**src/rtl/sdram_pkg.sv**
```systemverilog
// Shared definitions for the SDRAM controller: pin command encodings
// {cs_n, ras_n, cas_n, we_n} and the arbiter state encoding.
package sdram_pkg;

    localparam logic [3:0] CMD_NOP  = 4'b0111;
    localparam logic [3:0] CMD_PRE  = 4'b0010;
    localparam logic [3:0] CMD_AREF = 4'b0001;
    localparam logic [3:0] CMD_MRS  = 4'b0000;
    localparam logic [3:0] CMD_ACT  = 4'b0011;
    localparam logic [3:0] CMD_WR   = 4'b0100;
    localparam logic [3:0] CMD_RD   = 4'b0101;

    typedef enum logic [2:0] {
        INIT  = 3'd0,
        ARBIT = 3'd1,
        AREF  = 3'd2,
        WRITE = 3'd3,
        READ  = 3'd4
    } arb_state_t;

endpackage

```
**src/rtl/sdram_arbit.sv**
```systemverilog
// Command arbiter: holds traffic until init completes, then grants one engine
// at a time (refresh > write > read) and muxes its bus onto the SDRAM pins.
module sdram_arbit
    import sdram_pkg::*;
#(
    parameter int ADDR_W = 13,
    parameter int BA_W   = 2,
    parameter int DQ_W   = 16
) (
    input  logic              sclk,
    input  logic              snrst,

    input  logic              init_end,
    input  logic [3:0]        init_cmd,
    input  logic [BA_W-1:0]   init_ba,
    input  logic [ADDR_W-1:0] init_addr,

    input  logic              aref_req,
    input  logic              aref_end,
    input  logic [3:0]        aref_cmd,
    input  logic [BA_W-1:0]   aref_ba,
    input  logic [ADDR_W-1:0] aref_addr,

    input  logic              wr_req,
    input  logic              wr_end,
    input  logic [3:0]        wr_cmd,
    input  logic [BA_W-1:0]   wr_ba,
    input  logic [ADDR_W-1:0] wr_addr,
    input  logic [DQ_W-1:0]   wr_dq,
    input  logic              wr_dq_oe,

    input  logic              rd_req,
    input  logic              rd_end,
    input  logic [3:0]        rd_cmd,
    input  logic [BA_W-1:0]   rd_ba,
    input  logic [ADDR_W-1:0] rd_addr,

    output logic              aref_en,
    output logic              wr_en,
    output logic              rd_en,

    output logic              sdram_cke,
    output logic [3:0]        sdram_cmd,
    output logic [BA_W-1:0]   sdram_ba,
    output logic [ADDR_W-1:0] sdram_addr,
    output logic [DQ_W-1:0]   dq_out,
    output logic              dq_oe
);

    arb_state_t state;
    arb_state_t next_state;

    // Clock is never gated by this controller.
    assign sdram_cke = 1'b1;

    // Grants decode next_state so they rise together with the state change
    // and drop on the same edge the FSM returns to ARBIT.
    // NOTE: non-blocking assignments for all registered state, so every
    // flop samples the pre-edge values regardless of statement order.
    always_ff @(posedge sclk) begin
        if (snrst) begin
            state   <= INIT;
            aref_en <= 1'b0;
            wr_en   <= 1'b0;
            rd_en   <= 1'b0;
        end else begin
            state   <= next_state;
            aref_en <= (next_state == AREF);
            wr_en   <= (next_state == WRITE);
            rd_en   <= (next_state == READ);
        end
    end

    // End pulses are only honoured by the state that owns them; no preemption.
    // NOTE: every always_comb output gets a default first so no path can
    // leave it unassigned and infer a latch.
    always_comb begin
        next_state = state;
        case (state)
            INIT:  if (init_end) next_state = ARBIT;
            ARBIT: begin
                if (aref_req)    next_state = AREF;
                else if (wr_req) next_state = WRITE;
                else if (rd_req) next_state = READ;
            end
            AREF:  if (aref_end) next_state = ARBIT;
            WRITE: if (wr_end)   next_state = ARBIT;
            READ:  if (rd_end)   next_state = ARBIT;
            default:             next_state = INIT;
        endcase
    end

    // Pin mux on the registered state; Dq is only ever driven while writing.
    always_comb begin
        sdram_cmd  = CMD_NOP;
        sdram_ba   = '0;
        sdram_addr = '0;
        dq_out     = '0;
        dq_oe      = 1'b0;
        case (state)
            INIT: begin
                sdram_cmd  = init_cmd;
                sdram_ba   = init_ba;
                sdram_addr = init_addr;
            end
            AREF: begin
                sdram_cmd  = aref_cmd;
                sdram_ba   = aref_ba;
                sdram_addr = aref_addr;
            end
            WRITE: begin
                sdram_cmd  = wr_cmd;
                sdram_ba   = wr_ba;
                sdram_addr = wr_addr;
                dq_out     = wr_dq;
                dq_oe      = wr_dq_oe;
            end
            READ: begin
                sdram_cmd  = rd_cmd;
                sdram_ba   = rd_ba;
                sdram_addr = rd_addr;
            end
            default: ;
        endcase
    end

endmodule

```
**config.mk**
```make
export PLATFORM = sky130hd
export DESIGN_NAME = sdram_arbit
export DESIGN_NICKNAME = d
export VERILOG_FILES = /design/src/rtl/sdram_pkg.sv /design/src/rtl/sdram_arbit.sv
export SDC_FILE = /design/constraint.sdc
export NUM_CORES = 1
export LEC_CHECK = 0
export CAP_MARGIN = 30
export CORE_UTILIZATION = 27
export CTS_BUF_LIST = sky130_fd_sc_hd__clkbuf_8
export DETAILED_ROUTE_END_ITERATION = 8
export GPL_TIMING_DRIVEN = 1
export PLACE_DENSITY = 0.91
export SYNTH_ARGS = -nofsm -noshare
export SYNTH_HDL_FRONTEND = slang
export SYNTH_SLANG_ARGS = --single-unit
```
**constraint.sdc**
```tcl
create_clock -name sclk -period 2.8 [get_ports sclk]
set_input_delay 0.42 -clock sclk [delete_from_list [all_inputs] [get_ports sclk]]
set_output_delay 0.42 -clock sclk [all_outputs]
set_load 0.01 [all_outputs]
```
; ---- Word level (Yosys, flattened, before mapping)
; Cells that the tools add are included.
[totals]
ff_bits = 6
out_inout_bits = 40
wordCells = 25
[classes]
eq_ne = 7
muxes = 13
n_reduce_logical = 1
[ops]
columns = cell, n
row1 = 13-bit case mux with 4 select lines, 1
row2 = 3-bit 2-to-1 mux, 7
row3 = 16-bit 2-to-1 mux, 1
row4 = 4-bit case mux with 4 select lines, 1
row5 = 3-bit case mux with 5 select lines, 1
row6 = 3-bit by 2-bit equality test with 1-bit output (second input constant), 4
row7 = 2-bit case mux with 4 select lines, 1
row8 = 3-bit equality test (second input constant), 2
row9 = 3-bit by 1-bit equality test with 1-bit output (second input constant), 1
row10 = 3-bit logical NOT, 1
row11 = 1-bit 2-to-1 mux, 1

; ---- Depth between registers and ports, before layout
[logic_depth]
ltp_word = 5
ltp_mapped = 7
depth_no_buf = 4

; ---- Worst setup path before layout
; Ideal clock, no wire load.
[synth_path]
path_type = reg-to-output
startpoint = register state[1]
endpoint = output port sdram_cmd[0]
arrival_time_ns = 1.177
required_time_ns = 2.380
setup_slack_ns = 1.203
path_stages_with_launch = 5
path_cell_list = dfxtp_1 buf_4 mux2_1 o22a_1 o22a_1
[synth_via]
elab_chain_cells = 2
word_cells_on_any_way = 5
cone_classes = 3 x eq/ne / 1 x mux / 1 x reduce/logical
[synth_rtl]
columns = item, line
row1 = "start, declared", sdram_arbit.sv:50  ; arb_state_t state;
row2 = "start signal, assigned", sdram_arbit.sv:67  ; state <= next_state;
row3 = 3-bit equality test (tied with other cells), sdram_arbit.sv:100  ; case (state)
row4 = 4-bit case mux with 4 select lines (*), sdram_arbit.sv:100
row5 = "end, declared", sdram_arbit.sv:43  ; output logic [3:0] sdram_cmd,
; Mark *: on every way between the ends. The rest lies on a longest branch, timed or not.

; ---- Final worst setup path
[layout_path]
startpoint = register state[0]
endpoint = output port sdram_addr[11]
[layout_via]
elab_chain_cells = 2
word_cells_on_any_way = 5
cone_classes = 3 x eq/ne / 1 x mux / 1 x reduce/logical
[layout_rtl]
columns = item, line
row1 = 3-bit equality test (tied with other cells), sdram_arbit.sv:100
row2 = 13-bit case mux with 4 select lines (*), sdram_arbit.sv:100
row3 = "end, declared", sdram_arbit.sv:45  ; output logic [ADDR_W-1:0] sdram_addr,
; Marked as above.

==> out/qor.log <==
[floorplan] I/O pin count 142
[setup_path] slack of the worst reg-to-reg path 1.20 ns
[setup_path] startpoint kind of the worst setup timing path flop
[placement] pre-CTS setup slack 0.4260 ns
[setup_path] category of the worst setup path capture point output pin
[sta] total negative setup slack 0 ns
[setup_path] critical path peak fanout 16
[layout] Area Growth Syn to Fin 147.1%
[sta] Fmax achieved 390.9 MHz
[floorplan] height of the chip 62.85 um
[sta] final critical-path setup slack 0.2416 ns
[clocking] clock tree from TritonCTS yes
[setup_path] Required @ worst endpoint 2.38 ns
[sta] final clock skew 0.004220 ns
[sta] total count of hold-check failures in the final report 0
[layout] total of fill cells in the finished design 286
[sta] RSZ-0062 raised after global routing no
[logic_synthesis] Syn Inst Count 158
[sta] fraction of the cycle the final worst path needs 0.9137
[floorplan] standard cell core area 0.003442 sq mm
[grt] Congestion Overflow GR 0
[layout] fraction of layout cells with a size suffix above 1 0.03754
[clocking] insertion delay of the later-clocked pin in the worst-skew pair 0.23 ns
[grt] first-pass GRT wire length 7.245 mm
[placement] global placer's final weighted congestion 0.8733
[pwr] VDD IR-drop max 0.2932 mV
[run] number of violations of the max-capacitance limit 0
[setup_path] Setup Crit Path Kind flop to output pin
[pwr] Pwr per Cell Area 245.7 mW/mm^2
[setup_path] data arrival time of the critical path 2.14 ns
[placement] post-DP HPWL 3.708 mm
[clocking] clock tree root buffer cell sky130_fd_sc_hd__clkbuf_8
[route] post-DR wirelength/cell 13.33 um
[layout] final instance count without filler cells 339
[sta] measured slew at the worst slew-check pin 0.5794 ns
[layout] total inserted antenna cells 0
[sta] max-slew headroom at the worst pin 0.6137
[clocking] number of buffers added by the clock tree synthesis step 3
[grt] number of antenna violations at the first check in global routing 0
[layout] footprint of the flip-flops and latches 120.1 sq um
[floorplan] die width 62.85 um
[clocking] quantity of hold-fixing buffers added after cts 0
[route] antenna-violating nets left 0
[route] wirelength, routed 4.518 mm
[clocking] H-tree depth 1
[logic_synthesis] distinct cell type count of the synthesized netlist 22
[sta] final setup fails 0
[layout] most common cell after layout, fill and taps aside sky130_fd_sc_hd__clkdlybuf4s50_1
[route] number of remaining DRC errors 0
[pwr] Total Power Consumption 606.9 uW
[sta] Slew Viols, Final 0
[floorplan] Total Die Area 0.003950 sq mm
[placement] buffers added on ports 140
[layout] area of the multi-input gates 789.5 sq um
[logic_synthesis] Yosys Warn Count 0
[sta] final critical-path required period 2.558 ns
[route] drt pass-1 iters 4
[route] Avg Vias per Cell 4.622
[clocking] clock-pin slew on the worst setup and hold paths 0.04 ns
[setup_path] slowest cell delay on critical path 0.55 ns
[route] total via count in the routed design 1567
[hold_path] Hold Path Class flop to flop
[grt] via count of the first global-routing pass 1562
[layout] final net count 397
[outcome] status finished, final reports clean
[grt] pin count of the biggest net entering global routing 18
[logic_synthesis] Cell Area, Synth 999.7 sq um
[clocking] CTS resizes 0
[logic_synthesis] total of flip-flops plus latches after synthesis 6
[logic_synthesis] Syn Nets 260
[logic_synthesis] average instance area after synthesis 6.327 sq um
[setup_path] ordered cell list for the critical path nor2_1 -> and2_1 -> nand2_1 -> o21ai_1 -> clkdlybuf4s50_1
[clocking] maximum buffer depth of the clock tree 2
[placement] DP Cell Count 336
[floorplan] Initial Utilization 0.2904
[setup_path] crit path max-delay cell type sky130_fd_sc_hd__clkdlybuf4s50_1
[clocking] clk sink count 6
[route] DRC marker count from the first detailed-route iteration 85
[clocking] number of setup buffers added after CTS 0
[grt] overall routing resource usage 0.2287
[logic_synthesis] proportion of synthesized chip area in sequential cells 0.1202
[floorplan] number of rows in the core area 21
[pwr] standby leakage power 0.0009192 uW
[layout] commonest cells after routing, fill and taps aside sky130_fd_sc_hd__clkdlybuf4s50_1 (140), sky130_fd_sc_hd__nor2_1 (21), sky130_fd_sc_hd__mux2i_1 (20), sky130_fd_sc_hd__a21oi_1 (20)
-- path summary, 6_finish.rpt --
kind             from              to  depth (start not counted)
min reg2reg  state[2]           rd_en                          3
min          state[2]           rd_en                          3
max          state[0]  sdram_addr[11]                          5
max reg2reg  state[0]           wr_en                          5
-- cell usage after synthesis --
library cell	count	area share
sky130_fd_sc_hd__nor2_1	21	0.079
sky130_fd_sc_hd__a21oi_1	20	0.10
sky130_fd_sc_hd__mux2i_1	20	0.20
sky130_fd_sc_hd__and2_1	19	0.12
sky130_fd_sc_hd__nand2_1	19	0.071
sky130_fd_sc_hd__o21ai_1	16	0.080
sky130_fd_sc_hd__buf_2	6	0.030
sky130_fd_sc_hd__dfxtp_1	6	0.12
sky130_fd_sc_hd__buf_4	5	0.038
sky130_fd_sc_hd__nor3_1	5	0.025
sky130_fd_sc_hd__o22a_1	5	0.044
sky130_fd_sc_hd__buf_1	2	0.0075
sky130_fd_sc_hd__clkbuf_1	2	0.0075
sky130_fd_sc_hd__inv_1	2	0.0075
sky130_fd_sc_hd__mux2_1	2	0.023
sky130_fd_sc_hd__nand2b_1	2	0.013
sky130_fd_sc_hd__and3_1	1	0.0063
sky130_fd_sc_hd__conb_1	1	0.0038
sky130_fd_sc_hd__nand3b_1	1	0.0075
sky130_fd_sc_hd__nor2_2	1	0.0063
sky130_fd_sc_hd__o21a_1	1	0.0075
sky130_fd_sc_hd__o21ai_0	1	0.0050
-- per-layer routing --
metal,GRT usage,vias up,share of wire
met5,0,-,0
met4,0.06977,0,0.012
met3,0.03832,6,0.060
met2,0.4361,67,0.54
met1,0.2532,692,0.39
li1,-,802,-
-- power by group --
group	switching (uW)	internal [uW]	leakage, uW
clock	38.3	92.4	0.0000216
sequential	8.76	90.5	0.0000489
combinational	126	251	0.000849
-- worst max-delay path, delay by kind of cell (launching register included) --
kind	cells	cell delay [ns]
flops	1	0.43
simple gates	3	0.81
compound gates	1	0.12
buf+inv	1	0.55
-- kinds of logic (layout without fill, tap and decap cells) --
logic type      Yosys count  count (layout)  synth area share
compound gates           43              43            0.2365
buf+inv                  17             152           0.09013
flops                     6               6            0.1202
mux                      22              22            0.2228
other cells               1               1          0.003751
simple gates             69              69            0.3267
-- state kept, by name, summed over array words and instances, names as in the netlist --
signal   count
state        3
aref_en      1
rd_en        1
wr_en        1
-- metrics by stage --
stage                     hold slack, ns  utilization  instance area (sq um)
after CTS                         0.7694       0.7176                   2470
after detailed placement          0.7500       0.7056                   2429
final                             0.7687       0.7176                   2470
after global placement            0.7369       0.7056                   2429
after global routing              0.8200       0.7176                   2470
after floorplan                   0.4924            -                  999.7
-- cell type report --
cell class | count | share of cell area
repair buffers | 147 | 0.5887
inverters | 2 | 0.003040
flip-flops and latches | 6 | 0.04863
multi-input cells | 135 | 0.3197
well taps | 46 | 0.02330
clock buffers | 3 | 0.01672
(Power assumes the default switching activity.)
